<file path="config.mk">
export PLATFORM = sky130hd
export DESIGN_NAME = set_bit_enumerator
export DESIGN_NICKNAME = d
export VERILOG_FILES = /design/src/rtl/lau_pkg.sv /design/src/rtl/trailing_one_idx.sv /design/src/rtl/set_bit_enumerator.sv
export SDC_FILE = /design/constraint.sdc
export NUM_CORES = 1
export LEC_CHECK = 0
export BUFFER_PORTS_ARGS = -buffer_cell sky130_fd_sc_hd__buf_2
export CORE_AREA = 2 2 47 49
export DETAILED_ROUTE_END_ITERATION = 8
export DIE_AREA = 0 0 49 51
export PLACE_DENSITY = 0.68
export RECOVER_POWER = 100
export SETUP_SLACK_MARGIN = 0.4
export SLEW_MARGIN = 20
export SYNTH_ARGS = -nofsm -noshare
export SYNTH_HDL_FRONTEND = slang
export SYNTH_SLANG_ARGS = --single-unit
export TNS_END_PERCENT = 20
</file>
<file path="constraint.sdc">
create_clock -name clk_i -period 5 [get_ports clk_i]
set_input_delay 1 -clock clk_i [delete_from_list [all_inputs] [get_ports clk_i]]
set_output_delay 1 -clock clk_i [all_outputs]
set_load 0.02 [all_outputs]
</file>
<file path="src/rtl/lau_pkg.sv">
// Shared lane/arithmetic utilities: encoder architecture selector and
// constant-evaluable integer log2.
package lau_pkg;

    typedef enum logic [1:0] {
        SLOW,
        MEDIUM,
        FAST
    } speed_e;

    // floor(log2(n)) for n >= 1; returns 0 for n <= 1
    function automatic int log2floor(input int n);
        int r;
        r = 0;
        for (int i = 1; i < 31; i++) begin
            if (n >= (1 << i)) r = i;
        end
        return r;
    endfunction

endpackage

</file>
<file path="src/rtl/trailing_one_idx.sv">
// Index of the lowest set bit of a, plus an all-zero flag. SLOW is a linear
// priority chain; MEDIUM/FAST reduce (valid, idx) pairs through a binary tree.
module trailing_one_idx
    import lau_pkg::*;
#(
    parameter int     width = 8,
    parameter speed_e speed = FAST,
    localparam int    IW    = (width > 1) ? log2floor(width - 1) + 1 : 1
) (
    input  logic [width-1:0] a,
    output logic [IW-1:0]    idx,
    output logic             zero
);

    if (speed == SLOW) begin : g_linear
        always_comb begin
            idx  = '0;
            zero = ~|a;
            for (int i = width - 1; i >= 0; i--) begin
                if (a[i]) idx = IW'(i);
            end
        end
    end else begin : g_tree
        localparam int P = 1 << IW;

        // Heap layout: node 1 is the root, node k has children 2k and 2k+1,
        // leaf i lives at node P+i. Lanes past width are padded with zeros.
        logic [2*P-1:1] vf;
        logic [IW-1:0]  ixf [1:2*P-1];

        always_comb begin
            vf  = '0;
            ixf = '{default: '0};
            for (int i = 0; i < width; i++) begin
                vf[P+i] = a[i];
            end
            for (int l = IW - 1; l >= 0; l--) begin
                for (int n = 0; n < (1 << l); n++) begin
                    // lower half wins; a hit in the upper half sets this level's index bit
                    vf[(1 << l) + n]  = vf[2*((1 << l) + n)] | vf[2*((1 << l) + n) + 1];
                    ixf[(1 << l) + n] = vf[2*((1 << l) + n)]
                                      ? ixf[2*((1 << l) + n)]
                                      : (ixf[2*((1 << l) + n) + 1] | (IW'(1) << (IW - 1 - l)));
                end
            end
            idx  = ixf[1];
            zero = ~vf[1];
        end
    end

endmodule

</file>
<file path="src/rtl/set_bit_enumerator.sv">
// Streams the index of every set bit of a captured vector, lowest first, one
// per valid/ready beat. An all-zero vector produces a single "none" beat.
//
// state | meaning
// IDLE  | ready for a new vector, no output beat
// EMIT  | presenting the lowest remaining set bit of pending
module set_bit_enumerator
    import lau_pkg::*;
#(
    parameter int     width = 8,
    parameter speed_e speed = FAST,
    localparam int    IW    = (width > 1) ? log2floor(width - 1) + 1 : 1
) (
    input  logic             clk_i,
    input  logic             rst_ni,
    input  logic             in_valid_i,
    output logic             in_ready_o,
    input  logic [width-1:0] A_i,
    output logic             out_valid_o,
    input  logic             out_ready_i,
    output logic [IW-1:0]    idx_o,
    output logic             last_o,
    output logic             none_o,
    output logic [IW:0]      beat_o
);

    localparam int BW = IW + 1;

    typedef enum logic {
        IDLE,
        EMIT
    } state_t;

    state_t           state;
    logic [width-1:0] pending;
    logic [IW:0]      beat;

    logic [IW-1:0]    low_idx;
    logic             low_zero;
    logic [width-1:0] pending_cleared;
    logic             last;

    trailing_one_idx #(
        .width (width),
        .speed (speed)
    ) u_encode (
        .a    (pending),
        .idx  (low_idx),
        .zero (low_zero)
    );

    // pending & (pending-1) drops the lowest set bit; zero result means at most one bit left
    assign pending_cleared = pending & (pending - width'(1));
    assign last            = (pending_cleared == '0);

    always_ff @(posedge clk_i or negedge rst_ni) begin
        if (!rst_ni) begin
            state   <= IDLE;
            pending <= '0;
            beat    <= '0;
        end else begin
            case (state)
                IDLE: begin
                    if (in_valid_i) begin
                        pending <= A_i;
                        beat    <= '0;
                        state   <= EMIT;
                    end
                end
                EMIT: begin
                    if (out_ready_i) begin
                        if (last) begin
                            state <= IDLE;
                        end else begin
                            pending <= pending_cleared;
                            beat    <= beat + BW'(1);
                        end
                    end
                end
                default: state <= IDLE;
            endcase
        end
    end

    // Outputs decode only registered state, so no input-to-output paths exist.
    always_comb begin
        in_ready_o  = (state == IDLE);
        out_valid_o = (state == EMIT);
        idx_o       = '0;
        last_o      = 1'b0;
        none_o      = 1'b0;
        beat_o      = '0;
        if (state == EMIT) begin
            idx_o  = low_zero ? '0 : low_idx;
            last_o = last;
            none_o = low_zero;
            beat_o = beat;
        end
    end

endmodule
</file>
==> impl_metrics.ini <==
[timing]
rsz0062_at_grt = false
period_share_pct = 65.7
min_period_ns = 3.28
hold_viol = 0
tightestPinTransition_ns = 0.962
slew_headroom_pct = 35.9
finalMaxSlewViolations = 0
whs_ns = 0.487
setup_viol_count_final = 0
finClkSkew_ns = 0.00624
max_freq_ghz = 0.304
fin_ws_ns = 1.72
setup_tns_ns = 0

[final_layout]
nNetsFinal = 132
area_growth_pct = 13.5
drive_gt1_share_pct = 15.3
multiInputGateArea_um2 = 468
fillers = 212
area.sequential_um2 = 325
antenna_cells = 0

[clock_tree]
cts_tree = done
clkTransAtPathRegs_ns = 0.08
post_cts_buffers = 0
postCtsResizedCells = 0
clk_path_buf_depth = 2
clock_sinks = 13
cts_hold_buf = 0
htreeDepth = 1
cts-buffers-inserted = 3
root_buffer = clkbuf_4
insertion_delay_ns = 0.27

[power_and_ir_drop]
power.density_nw_per_um2 = 712
combPwrFrac_pct = 57.0
switchingPower_uw = 354
sequentialPowerShare_pct = 33.6
clkPwrFrac_pct = 9.3
sw_frac_of_total_pct = 51.8
p_int_uw = 330
leakage_uw = 0.000408
peakVddDrop_v = 0.000316

[drt]
first_iter_violations = 11
vias_per_cell = 5.45
postRouteAntennaNets = 0
detail_route.first_pass.iterations = 4
drc = 0
num_vias = 795
wl_per_cell_um = 13.2
wirelength_um = 1920

[synthesis]
ys_warn_count = 0
synth_seq_area_share_pct = 38.5
yosysUniqueCellTypes = 33
syn_area_um2 = 846
syn_inst = 96
ys_ff_latch = 13
syn_nets = 109
synth.avg_cell_area_um2 = 8.81

[place]
io_buffers = 22
dp.final_hpwl_um = 1460
post-place-ws_ns = 2.32
place_congestion = 0.829

[floorplan]
die_h_um = 51
dieArea_um2 = 2500
start_util_pct = 41.0
core-area_um2 = 2060
row_count = 17
ioPinCount = 23
fp.dieW_um = 49

[flow_run]
cap_violations = 0

[critical_path]
reg2reg_from = pending[1]
worstSetupPathType = reg2out
reg2reg_depth = 5
critical_path_required_ns = 4.00
worst_setup_path_end_kind = output pin
startpoint_type = flop
crit_arrival_ns = 2.28
path_max_fanout = 12
cp-startpoint = pending[1]

[global_route]
grt_pass1_wl_um = 3130
antenna_found_initial = 0
grt_pass1_vias = 697
track_usage_pct = 16.1
grt_max_degree = 15
globalRoute.totalOverflow = 0

[hold_path]
min_from = beat[3]
min_path_type = reg2reg
hold_depth = 1

[outcome]
status = finished, final reports clean
-- routing by layer --
metal	vias up	track usage, %	part of all wire, %
li1	393	-	-
met1	379	20.9	47
met2	19	26.5	48
met3	4	2.34	4.0
met4	0	8.10	1.4
met5	-	0	0
-- cell usage after synthesis --
library cell  number  share of area, %
nor4b_1            1               1.0
dfrtp_1           13                38
o41ai_1            1               1.0
o21ai_2            1               1.0
nand4_1            1              0.74
a211oi_2           1               1.5
a211oi_1           3               2.7
o21ai_0            3               1.8
a2bb2oi_1          1               1.0
a21oi_2            1               1.0
buf_6              2               2.7
a21oi_1            5               3.0
o311ai_0           1               1.0
nand2b_1           2               1.5
a22o_1             2               2.1
and2_1             4               3.0
nor3_2             2               2.4
nand2_1           14               6.2
o21bai_1           1              0.89
mux2_2             1               1.3
mux2i_1            2               2.4
nor4_2             1               1.5
o31ai_1            2               1.8
nor3_1             2               1.2
ha_1               1               1.5
o211ai_1           3               2.7
a2111oi_4          1               3.3
buf_2              1              0.59
inv_1              3               1.3
nand3_1            3               1.8
nor2b_1            1              0.74
nor2_1            15               6.7
clkbuf_1           1              0.44
-- flip-flops by register name (all words and copies together), names as in the netlist --
| name | cells |
|---|---|
| pending | 8 |
| beat | 4 |
| out_valid_o | 1 |
-- area by class of cell --
type / instances / area share (%)
Sequential cell: 13 / 33.9
Clock buffer: 4 / 2.74
Multi-Input combinational cell: 76 / 48.8
Inverter: 3 / 1.17
Timing Repair Buffer: 22 / 9.78
Tap cell: 28 / 3.65
-- stage by stage --
step	std cells	utilization (%)	instance area, µm²	power (µW)
finish	146	46.5	960	683
global route	146	46.5	960	736
CTS	146	47.8	986	710
detailed placement	142	46.5	960	644
global placement	142	46.5	960	635
floorplan	96	-	846	556
-- power by group through the flow --
stage,Combinational [µW],Clock (µW),Sequential (µW)
finish,390,63.8,230
global route,426,70.3,240
CTS,414,66.2,230
detailed placement,412,0,232
global placement,407,0,228
floorplan,358,0,198
-- worst max-delay path, stage by stage (launching register included) --
cell,delay (ns)
dfrtp_1,0.50
a211oi_1,0.33
o21ai_2,0.11
a21oi_1,0.77
clkbuf_1,0.29
-- cell families (layout without fill, tap and decap cells) --
family                   Yosys count  count (layout)  share of synthesized area, %
AND/OR/NAND/NOR                   46              46                          26.6
buffers and inverters              7              29                          5.03
adder cells (fa/ha/maj)            1               1                          1.48
multiplexers                       3               3                          3.70
flip-flops                        13              13                          38.5
AO/OA/AOI/OAI                     26              26                          24.7
-- path summary, 6_finish.rpt --
check | to | slack (ns)
max | last_o | 1.72
min | beat[3] | 0.49
max reg2reg | beat[0] | 2.70
min reg2reg | beat[3] | 0.49
max in group asynchronous | beat[0] | 3.78
min in group asynchronous | out_valid_o | 0.76
-- cell usage in the layout, fill, tap and decap left out --
master and n:
nand2b_1 2, nor2b_1 1, nor4_1 1, a22o_1 2, o21ai_0 3, nor3_1 2, nand4_1 1, o211ai_1 3
mux2_2 1, nand3_1 3, a211oi_1 3, clkbuf_4 3, nand2_1 14, o311ai_0 1, a2bb2oi_1 1, nor3_2 2
a211oi_2 1, o21bai_1 1, and2_1 3, mux2i_1 2, a21oi_1 6, nor2_1 15, o41ai_1 1, nor4b_1 1
dfrtp_1 13, inv_1 3, and2_0 1, o31ai_1 2, o21ai_2 1, clkbuf_1 14, ha_1 1, buf_2 9
a2111oi_4 1
(Power assumes the default switching activity.)
